**src/rtl/product_accumulator.sv**
```systemverilog
// product_accumulator: sums COUNT consecutive multiplier products into one batch result,
// then holds it behind a valid/ready handshake until the consumer takes it.
module product_accumulator #(
    parameter  int PROD_W = 16,
    parameter  int ACC_W  = 24,
    parameter  int COUNT  = 8,
    localparam int CNT_W  = $clog2(COUNT + 1)
) (
    input  logic              clk,
    input  logic              reset,
    input  logic              in_valid,
    output logic              in_ready,
    input  logic [PROD_W-1:0] product,
    input  logic              clear,
    output logic              out_valid,
    input  logic              out_ready,
    output logic [ACC_W-1:0]  sum,
    output logic              overflow,
    output logic [CNT_W-1:0]  batch_cnt
);

    typedef enum logic {ACCUM, HOLD} state_t;

    state_t             state_q, state_d;
    logic [ACC_W-1:0]   acc_q, acc_d;
    logic [ACC_W-1:0]   sum_q, sum_d;
    logic               ovf_q, ovf_d;
    logic [CNT_W-1:0]   cnt_q, cnt_d;
    logic [ACC_W:0]     acc_ext;
    logic               last;

    // One extra bit captures the carry out of the accumulator for the sticky flag.
    assign acc_ext = {1'b0, acc_q} + (ACC_W + 1)'(product);
    assign last    = cnt_q == CNT_W'(COUNT - 1);

    always_comb begin
        state_d = state_q;
        acc_d   = acc_q;
        sum_d   = sum_q;
        ovf_d   = ovf_q;
        cnt_d   = cnt_q;
        if (clear) begin
            state_d = ACCUM;
            acc_d   = '0;
            sum_d   = '0;
            ovf_d   = 1'b0;
            cnt_d   = '0;
        end else if (state_q == ACCUM && in_valid) begin
            acc_d = acc_ext[ACC_W-1:0];
            ovf_d = ovf_q | acc_ext[ACC_W];
            cnt_d = cnt_q + 1'b1;
            if (last) begin
                sum_d   = acc_ext[ACC_W-1:0];
                state_d = HOLD;
            end
        end else if (state_q == HOLD && out_ready) begin
            state_d = ACCUM;
            acc_d   = '0;
            ovf_d   = 1'b0;
            cnt_d   = '0;
        end
    end

    always_ff @(posedge clk) begin
        if (reset) begin
            state_q <= ACCUM;
            acc_q   <= '0;
            sum_q   <= '0;
            ovf_q   <= 1'b0;
            cnt_q   <= '0;
        end else begin
            state_q <= state_d;
            acc_q   <= acc_d;
            sum_q   <= sum_d;
            ovf_q   <= ovf_d;
            cnt_q   <= cnt_d;
        end
    end

    // Handshake outputs depend only on registered state, never on in_valid/out_ready.
    assign in_ready  = state_q == ACCUM;
    assign out_valid = state_q == HOLD;
    assign sum       = sum_q;
    assign overflow  = ovf_q;
    assign batch_cnt = cnt_q;

endmodule

```
**config.mk**
```make
export PLATFORM = sky130hd
export DESIGN_NAME = product_accumulator
export DESIGN_NICKNAME = d
export VERILOG_FILES = /design/src/rtl/product_accumulator.sv
export SDC_FILE = /design/constraint.sdc
export NUM_CORES = 1
export LEC_CHECK = 0
export BUFFER_PORTS_ARGS = -buffer_cell sky130_fd_sc_hd__buf_2
export CORE_MARGIN = 1.5
export CORE_UTILIZATION = 61
export CTS_BUF_LIST = sky130_fd_sc_hd__clkbuf_16
export DETAILED_ROUTE_END_ITERATION = 8
export PLACE_DENSITY = 0.86
export REMOVE_ABC_BUFFERS = 1
export SETUP_SLACK_MARGIN = 0.05
export SLEW_MARGIN = 20
export SYNTH_ARGS = -nofsm -noshare
export SYNTH_HDL_FRONTEND = slang
export SYNTH_SLANG_ARGS = --single-unit
export TNS_END_PERCENT = 10
```
**constraint.sdc**
```tcl
create_clock -name clk -period 3.55 [get_ports clk]
set_input_delay 0 -clock clk [delete_from_list [all_inputs] [get_ports clk]]
set_output_delay 0 -clock clk [all_outputs]
set_load 0.01 [all_outputs]
```
Word level (Yosys, flattened, before mapping)
Index checks and enable logic that the tools add are counted.

word-level totals
  flip-flop bits (word level) = 54
  latch bits = 0
  RAM bits = 0
  bits in read-only memories = 0
  bits of input ports = 21
  memories kept = 0

operators by class
  add/subtract/negate cells = 2
  multipliers = 0
  div/mod/pow operators = 0
  $lt $le $gt $ge = 0
  equal/unequal tests = 2
  shifts and indexed selects = 0
  mux-type cells = 8
  bitwise gates (word level) = 2
  reduce and logical (&&, ||, !) cells = 6

operators by type and width
  kind                 count
  $mux 24              2
  $add 24x16->25       1
  $mux 4               2
  $add 4x1->4 const B  1
  $eq 4x3->1 const B   1
  $mux 1               4
  $reduce_and 2->1     2
  $logic_and 1x1->1    2
  $ne 2x2->1 const B   1
  $reduce_bool 2->1    1
  $reduce_or 2->1      1
  $not 1->1            1
  $or 1x1->1           1

Depth between registers and ports, before layout
  word-level depth = 4
  mapped depth = 9
  depth with buffers taken out = 9

Worst setup path after synthesis
OpenSTA, ideal clock, no wires.

  path kind = reg2reg
  start point = register acc_q[0]
  end point = register acc_q[18]
  data arrival time = 2.169 ns
  data required time = 3.426 ns
  path slack = 1.257 ns
  cell stages (with the launch flop) = 10
  path buffers = 0
  cell sequence = dfxtp_1 > ha_1 > fa_1 > a211o_1 > nand4_2 > a21oi_4 > a211o_4 > a21oi_2 > or4_1 > nand3_1

on the way
  word-level cells in the longest chain between the ends = 2

ends and longest elaborated chain
  element                 RTL line  source
  start, declared         25        logic [ACC_W-1:0] acc_q, acc_d;
  start signal, assigned  67        acc_q <= '0;
  start signal, assigned  73        acc_q <= acc_d;
  $add 24x16->25          33        assign acc_ext = {1'b0, acc_q} + (ACC_W + 1)'(product);
  $mux 24                 48        end else if (state_q == ACCUM && in_valid) begin

No other way between the ends.
A chain may end at the register's enable or synchronous reset.

Worst setup path after layout
Same ends and word-level chain as after synthesis.

==> out/results.txt <==
R2R depth - 9
Fmax - 405 MHz
# rows - 25
Pwr/cell area - 368 nW/um^2
DR iter-0 viols - 327
Placed Area - 3360 sq um
Place WS - 1.11 ns
Crit Path Class - reg2reg
Clock Latency Late Sink - 0.29 ns
Post-Syn Area - 3140 sq um
Worst-path clk slew - 0.07 ns
Worst Path Arrival - 2.65 ns
Mapped Avg Cell Area - 8.05 sq um
CTS buffer count - 5
Syn-to-layout area delta - 11.5%
Crit share post-route - 69.5%
Hold Startpoint - out_ready
Core Region - 4850 sq um
Unique cell type count in the Yosys netlist - 57
Slew margin rel. - 33.3%
Startpoint class of the critical path - register
CP Max Fanout - 8
Clock sinks - 54
Setup TNS - 0 ns
Final WL - 7.50 mm
Gr usage total - 29.4%
Die Area - 5580 sq um
Nets - 468
Max_cap viols - 0
Post-Syn Instances - 390
Initial antenna violation count - 0
Status - completed
Post-Layout Cell Count - 497
Vias in the first global route - 2720
Synth Flop Type - dfxtp_1
Hold Vio Cnt, Final - 0
Post-layout util - 72.2%
GPL Wtd Cong - 0.884
CTS tree - done
Register area share after synthesis - 34.4%
Die width - 74.7 um
Post-synth EDFFs - 0
Die height - 74.7 um
Root Buffer - clkbuf_16
Antenna Nets Post-Route - 0
DR WL/cell - 15.1 um
Reg-to-Reg Start - acc_q[0]
Number of antenna diodes - 0
Setup violators final - 0
Least-Margin Pin Slew - 0.998 ns
TritonRoute pass-1 iters - 5
Async set-reset flop share out of synthesis - 0%
Number of fillers in the final layout - 402
Hold depth - 3
Largest net degree at the start of global routing - 34
Crit path time final - 2.47 ns
Most common cell after layout, fill and taps aside - dfxtp_1
IO Port Bufs - 51
H-tree Lvls - 2
Finished Cell Area - 3500 sq um
Post_cts resized - 0
Hold-fix buffers, CTS - 0
Layout Skew - 0.00315 ns
Ports - 52
# Post-CTS Setup Buffers - 0
Syn. warnings - 0
Post-DP HPWL - 5.37 mm
RSZ-0062 raised after global routing - false
LEAKAGE - 1.46 nW
Critical Path RT - 3.73 ns
Final Max Tran Viols - 0
First-pass GRT wire length - 12.6 mm
HP Class - in2reg
Via count - 3016
DRC - 0
Most frequent cells in the layout - 54 x dfxtp_1, 53 x nand2_1, 51 x buf_2
Share of cells above drive strength 1 - 17.0%
Post-route setup slack - 1.08 ns
Beginning of the critical path - acc_q[0]
Vias per inst - 6.07
R2R setup slack - 1.08 ns
Placed cells - 489
Seq cells post-synth - 54
GRT overflow - 0
Worst vdd ir - 0.249 mV
Crit end category - register
Initial Util - 64.7%
Clock Tree Buf Depth - 2
-- critical path, cell delays in order (launching register included) --
cell and delay, ns:
dfxtp_1 0.32, ha_1 0.20, fa_1 0.43, a211o_1 0.36, nand4_2 0.14, a21oi_4 0.09, a211o_4 0.39, a21oi_2 0.21
or4_1 0.14, nand3_1 0.07
-- cells in the mapped netlist (3+ instances only) --
cell type / instances / share of area, %
dfxtp_1: 54 / 34
nand2_1: 53 / 6.3
a21oi_1: 48 / 7.7
nor2_1: 36 / 4.3
o21ai_0: 25 / 4.0
ha_1: 17 / 6.8
nand3_1: 14 / 2.2
xnor2_1: 13 / 3.6
clkbuf_1: 12 / 1.4
nor3_1: 10 / 1.6
a22oi_1: 9 / 2.2
nand4_1: 7 / 1.4
a31oi_1: 6 / 1.2
mux2i_1: 5 / 1.6
nand2b_1: 5 / 1.0
a21o_1: 4 / 0.96
a22o_1: 4 / 1.1
clkbuf_8: 4 / 1.8
inv_1: 4 / 0.48
o31ai_1: 4 / 0.96
xor2_1: 4 / 1.1
buf_2: 3 / 0.48
nor2b_1: 3 / 0.60
nor4_1: 3 / 0.60
o21a_1: 3 / 0.72
-- stage by stage --
stage	hold slack, ns	power, mW
3_3_place_gp	0.302	0.815
4_1_cts	0.00449	1.29
2_1_floorplan	0.182	0.767
6_report	0.00393	1.29
3_5_place_dp	0.308	0.818
5_1_grt	0.0241	1.34
-- sequential cells by signal (all words and copies together) (netlist names) --
| name | cells |
|---|---|
| acc_q | 24 |
| sum | 24 |
| batch_cnt | 4 |
| out_valid | 1 |
| overflow | 1 |
-- per-layer routing --
layer  up-vias  global-route usage, %  share of wire [%]
met5         -                      0                  0
met4         0                   8.89                2.2
met1      1398                   39.4                 46
li1       1486                      -                  -
met3        19                   4.69                5.0
met2       113                   48.9                 47
-- worst paths after layout --
check	end
min reg2reg	overflow
max	acc_q[18]
max reg2reg	acc_q[18]
min	out_valid
-- report_power, final --
| group | internal (mW) | switching (mW) |
|---|---|---|
| Sequential | 0.614 | 0.00600 |
| Clock | 0.259 | 0.220 |
| Combinational | 0.0718 | 0.116 |
-- area by class of cell --
| type | count | area [sq um] | share of cell area (%) |
|---|---|---|---|
| clock buffer | 5 | 125 | 3.58 |
| timing repair buffer | 56 | 293 | 8.37 |
| inverter | 4 | 15.0 | 0.429 |
| multi-input combinational | 308 | 1880 | 53.8 |
| clock inverter | 3 | 17.5 | 0.501 |
| tap | 67 | 83.8 | 2.40 |
| sequential | 54 | 1080 | 30.9 |
-- kinds of logic (layout without fill, tap and decap cells) --
group	after synthesis	count (layout)	share of synthesized area, %
buf+inv	28	68	5.50
simple gates	145	145	21.5
mux	5	5	1.59
compound gates	123	123	24.8
flops	54	54	34.4
fa+ha+maj	18	18	7.42
xor+xnor	17	17	4.74
Power figures use the tool's default switching activity.
